$ cat config.mk
export PLATFORM = sky130hd
export DESIGN_NAME = fst1_detect_pipe
export DESIGN_NICKNAME = d
export VERILOG_FILES = /design/src/rtl/fst1_pkg.sv /design/src/rtl/fst1_grp_enc.sv /design/src/rtl/fst1_detect_pipe.sv
export SDC_FILE = /design/constraint.sdc
export NUM_CORES = 1
export LEC_CHECK = 0
export ABC_CLOCK_PERIOD_IN_PS = 2150
export BUFFER_PORTS_ARGS = -buffer_cell sky130_fd_sc_hd__buf_2
export CAP_MARGIN = 20
export CORE_AREA = 2 2 91 137
export DETAILED_ROUTE_END_ITERATION = 8
export DIE_AREA = 0 0 93 139
export PLACE_DENSITY = 0.62
export SYNTH_ARGS = -nofsm -noshare
export SYNTH_HDL_FRONTEND = slang
export SYNTH_HIERARCHICAL = 1
export SYNTH_SLANG_ARGS = --single-unit
$ cat constraint.sdc
create_clock -name clk -period 2.15 [get_ports clk]
set_clock_uncertainty 0.1 [all_clocks]
set_input_delay 0.43 -clock clk [delete_from_list [all_inputs] [get_ports clk]]
set_output_delay 0.43 -clock clk [all_outputs]
set_load 0.03 [all_outputs]
$ cat src/rtl/fst1_pkg.sv
// Shared constants, per-group record type and width helpers for the
// pipelined first-one detector.
package fst1_pkg;

    localparam logic MODE_MSB = 1'b0;
    localparam logic MODE_LSB = 1'b1;

    // Wide enough for any group up to 256 bits; narrower groups zero-extend.
    localparam int LIDX_W = 8;

    typedef struct packed {
        logic              found;
        logic [LIDX_W-1:0] local_idx;
    } grp_rec_t;

    function automatic int pos_w(input int data_w);
        return $clog2(data_w) + 1;
    endfunction

    function automatic int idx_w(input int group_w);
        return (group_w > 1) ? $clog2(group_w) : 1;
    endfunction

endpackage

$ cat src/rtl/fst1_grp_enc.sv
// Combinational GROUP_W-bit priority encoder; mode picks highest (MSB-first)
// or lowest (LSB-first) set bit.
module fst1_grp_enc
    import fst1_pkg::*;
#(
    parameter int GROUP_W = 8
) (
    input  logic [GROUP_W-1:0]        grp,
    input  logic                      mode,
    output logic                      found,
    output logic [idx_w(GROUP_W)-1:0] idx
);

    localparam int IDX_W = idx_w(GROUP_W);

    logic hit;

    // Ascending scan: MSB-first lets the last hit win, LSB-first keeps the first.
    always_comb begin
        hit = 1'b0;
        idx = '0;
        for (int i = 0; i < GROUP_W; i++) begin
            if (grp[i] && (mode == MODE_MSB || !hit)) begin
                idx = IDX_W'(i);
                hit = 1'b1;
            end
        end
        found = hit;
    end

endmodule

$ cat src/rtl/fst1_detect_pipe.sv
// Three-stage first-one detector with valid/ready back-pressure, all-zero flag
// and a saturating count of delivered all-zero words.
module fst1_detect_pipe
    import fst1_pkg::*;
#(
    parameter int DATA_W  = 32,
    parameter int GROUP_W = 8,
    parameter int CNT_W   = 16
) (
    input  logic                     clk,
    input  logic                     rstn,
    input  logic                     in_valid,
    output logic                     in_ready,
    input  logic [DATA_W-1:0]        in_data,
    input  logic                     in_mode,
    output logic                     out_valid,
    input  logic                     out_ready,
    output logic [pos_w(DATA_W)-1:0] out_pos,
    output logic                     out_zero,
    output logic [CNT_W-1:0]         zero_cnt,
    input  logic                     cnt_clr
);

    localparam int STAGES = 3;
    localparam int NG     = DATA_W / GROUP_W;
    localparam int IDX_W  = idx_w(GROUP_W);
    localparam int POS_W  = pos_w(DATA_W);

    logic [STAGES:1] vld_pipe;
    logic            ld1, ld2, ld3;

    logic [DATA_W-1:0] s1_data;
    logic              s1_mode;

    logic [NG-1:0]            enc_found;
    logic [NG-1:0][IDX_W-1:0] enc_idx;
    grp_rec_t [NG-1:0]        enc_rec;

    grp_rec_t [NG-1:0] s2_rec;
    logic              s2_mode;

    logic [POS_W-1:0] sel_pos;
    logic             sel_zero;
    logic             out_xfer;

    // Ready ripples back from the output so a full pipe still streams.
    assign ld3       = ~vld_pipe[3] | out_ready;
    assign ld2       = ~vld_pipe[2] | ld3;
    assign ld1       = ~vld_pipe[1] | ld2;
    assign in_ready  = ld1;
    assign out_valid = vld_pipe[3];
    assign out_xfer  = vld_pipe[3] & out_ready;

    fst1_grp_enc #(.GROUP_W(GROUP_W)) u_enc [NG-1:0] (
        .grp   (s1_data),
        .mode  (s1_mode),
        .found (enc_found),
        .idx   (enc_idx)
    );

    always_comb begin
        for (int g = 0; g < NG; g++) begin
            enc_rec[g].found     = enc_found[g];
            enc_rec[g].local_idx = LIDX_W'(enc_idx[g]);
        end
    end

    // Group select uses the same last-wins / first-wins trick as the encoder.
    always_comb begin
        sel_zero = 1'b1;
        sel_pos  = POS_W'(DATA_W);
        for (int g = 0; g < NG; g++) begin
            if (s2_rec[g].found && (s2_mode == MODE_MSB || sel_zero)) begin
                sel_pos  = POS_W'(g * GROUP_W) + POS_W'(s2_rec[g].local_idx);
                sel_zero = 1'b0;
            end
        end
    end

    always_ff @(posedge clk or negedge rstn) begin
        if (!rstn) begin
            vld_pipe <= '0;
            s1_data  <= '0;
            s1_mode  <= MODE_MSB;
            s2_rec   <= '0;
            s2_mode  <= MODE_MSB;
            out_pos  <= '0;
            out_zero <= 1'b0;
        end else begin
            if (ld1) begin
                vld_pipe[1] <= in_valid;
                if (in_valid) begin
                    s1_data <= in_data;
                    s1_mode <= in_mode;
                end
            end
            if (ld2) begin
                vld_pipe[2] <= vld_pipe[1];
                if (vld_pipe[1]) begin
                    s2_rec  <= enc_rec;
                    s2_mode <= s1_mode;
                end
            end
            if (ld3) begin
                vld_pipe[3] <= vld_pipe[2];
                if (vld_pipe[2]) begin
                    out_pos  <= sel_pos;
                    out_zero <= sel_zero;
                end
            end
        end
    end

    always_ff @(posedge clk or negedge rstn) begin
        if (!rstn)
            zero_cnt <= '0;
        else if (cnt_clr)
            zero_cnt <= '0;
        else if (out_xfer && out_zero && zero_cnt != {CNT_W{1'b1}})
            zero_cnt <= zero_cnt + CNT_W'(1);
    end

endmodule

==> reports/results.ini <==
[clocking]
cts_hold_buf = 0
cts_tree = yes
cts_buffer_depth = 2
clkLatencyLatePin_ns = 0.33
cts_buffers = 9
cts_setup_buffers = 0
clk_pin_slew_ns = 0.06
clockRootBuffer = clkbuf_16
cts_resized = 0
clock_sinks = 75
htree_levels = 3

[drt]
drtAntennaViolNets = 0
wl_met1_um = 3540
firstDrtPassIters = 4
wl_met3_um = 403
vias = 3158
drt-total-wl_um = 8870
top_layer_used = met4
wl_per_cell_um = 15.0
via_per_inst = 5.33
drc = 0
dr_wl_met2_um = 4770
drtIter0Drc = 150

[layout]
synthToLayoutAreaGrowth_pct = 24.1
finalNonFillerCells = 593
drive_gt1_frac = 0.355
diodes = 0
final_nets = 474

[place]
dp_hpwl_um = 6470
port_buffers = 62
gp_congestion = 0.822
placed_cells = 576

[yosys]
synth_area_leaders = dfrtp_1 (48%), mux2_2 (15%), a21oi_1 (3.1%)
seq_area_frac_synth = 0.481
synth_top_family_by_area = compound AO/OA/AOI/OAI gates
synth_compound_area_frac = 0.169
synth_fa_ha_area_frac = 0.00320
yosysUniqueCellTypes = 51
synth.area.mux_share = 0.155
yosysWarnings = 6
yosys_most_used_dff = dfrtp_1
synth_area_um2 = 3900
async_flop_share = 1.00
avgSynthCellArea_um2 = 10.9
syn_inst = 358
synthSimpleGateAreaFrac = 0.162
synth_top_area_cell = dfrtp_1
synth-xor-area-share = 0
synth.top_cell.area_share = 0.481
ys_ff_latch = 75
syn_nets = 397
synth_edf_count = 0

[die]
fp.dieH_um = 139
initial_core_util = 0.332
io_pins = 63
core_area_um2 = 11800
die-area_um2 = 12900
fp.dieW_um = 93
rows = 49

[sta]
whs_ns = 0.0102
fin_crit_sh = 0.971
grt_setup_unrepaired = false
fin_crit_ns = 2.09
tns_ns = 0
setup_viol = 0
slew_violations = 0
timing.fmax_mhz = 479
worst_pin_slew_ns = 0.410
hold_viol_final = 0
slew_headroom = 0.727

[critical_path]
rr_startpoint = s1_data[24]$_DFFE_PN0P_
path_class = register to register
cp_max_fo = 3
rrSetupSlack_ns = 0.06
cp_slowest_stage_delay_ns = 0.57
reg2reg_depth = 4
crit_path_top_delay_cell = or4_1
path_cells = or4_1 -> or2_1 -> or4_1 -> mux2_2
arrival_ns = 2.21
r2r_end = s2_rec[35]$_DFFE_PN0P_
cp-end-kind = register
startpoint_type = register
cp_common_cell = or4_1
critPathRequiredTime_ns = 2.27

[global_route]
antenna_found_initial = 0
first_global_vias = 3047
grt-ovfl-total = 0
grt_max_degree = 76
track_usage = 0.142
grt_first_pass_wirelength_um = 14500

[flow_run]
maxCapViolations = 0

[power]
p_leak_uw = 0.00207
ir_drop_uv = 448
power.density_nw_per_um2 = 907

[outcome]
outcome = complete, no violations

[hold_path]
hp-class = input pin to asynchronous set/reset pin

-- metal layers --
layer / vias up / GRT usage
met3: 10 / 0.0413
met2: 72 / 0.257
met5: - / 0
li1: 1528 / -
met4: 0 / 0.0511
met1: 1548 / 0.153
-- critical path: cells and delay by family, from the launching register on --
| kind | cells | cell delay [ns] |
|---|---|---|
| DFF | 1 | 0.37 |
| muxes | 1 | 0.27 |
| and+or+nand+nor | 3 | 1.24 |
-- state kept, by name, indices dropped and copies added (netlist names) --
name	cells
s2_rec	16
s2_mode	1
out_pos	6
s1_mode	1
zero_cnt	16
s1_data	32
vld_pipe	3
-- logic make-up (layout without fill, tap and decap cells) --
kind of cell    Yosys count  after routing
compound gates           93             93
mux                      54             54
buf+inv                  27            109
fa+ha+maj                 1              1
flops                    75             75
simple gates            108            108
-- cells in the final DEF, fill, tap and decap left out, types with 6 or more instances in the layout --
cell type,n
a21oi_1,24
inv_1,12
or4_1,12
mux2_2,52
nor2b_1,6
nand2_1,19
nor2_1,19
clkbuf_16,9
nand2b_1,8
buf_2,62
dfrtp_1,75
buf_4,16
o21ai_0,8
o211ai_1,7
-- how the worst max path moves through the flow --
stage	startpoint	end	slack, ns	depth (start not counted)
finish	s1_data[24]$_DFFE_PN0P_	s2_rec[35]$_DFFE_PN0P_	0.06	4
floorplan	vld_pipe[3]$_DFFE_PN0P_	s1_data[10]$_DFFE_PN0P_	0.03	4
detailed placement	s1_data[8]$_DFFE_PN0P_	s2_rec[17]$_DFFE_PN0P_	0.07	4
global placement	s1_data[8]$_DFFE_PN0P_	s2_rec[17]$_DFFE_PN0P_	0.10	4
global route	s1_data[0]$_DFFE_PN0P_	s2_rec[8]$_DFFE_PN0P_	0.003	4
CTS	s1_data[8]$_DFFE_PN0P_	s2_rec[17]$_DFFE_PN0P_	0.06	4
-- Yosys cell counts, types with 4 or more instances --
cell and n:
a21oi_1 24, o31a_1 5, mux2_2 52, nor2_1 19, o311a_1 4, o311ai_0 4, nand2_1 19, o31ai_1 4
a22oi_1 4, nand3_1 5, o21ai_0 8, inv_1 12, nand2b_1 8, and2_1 4, nand4_1 5, dfrtp_1 75
nand3b_1 5, nor3_1 5, o41ai_1 4, clkbuf_1 7, o211ai_1 7, nor2b_1 6, or4_1 12, buf_2 6
o32a_1 4, or2_1 4, o22ai_1 5, o32ai_1 4
-- power by group --
| group | internal, uW | switching, uW | total (uW) |
|---|---|---|---|
| combinational | 466 | 460 | 926 |
| sequential | 1640 | 187 | 1830 |
| clock | 1080 | 568 | 1640 |
| total | 3180 | 1210 | 4400 |
-- through the flow --
step | area, um2 | utilization | worst slack (ns) | total power (uW)
after floorplan | 3910 | - | 0.0265 | 2440
after global placement | 4510 | 0.383 | 0.104 | 2750
after detailed placement | 4510 | 0.383 | 0.0697 | 2780
after CTS | 4840 | 0.411 | 0.0640 | 4460
after global routing | 4840 | 0.412 | 0.00305 | 4650
final | 4840 | 0.412 | 0.0626 | 4400
-- final cells by class --
cell class / count / area, um2
inverters: 12 / 45.0
fillers: 1155 / 6930
flip-flops and latches: 75 / 1880
clock inverters: 4 / 72.6
multi-input cells: 256 / 1910
clock buffers: 12 / 256
well taps: 153 / 191
repair buffers: 81 / 490
Power figures use the tool's default switching activity.
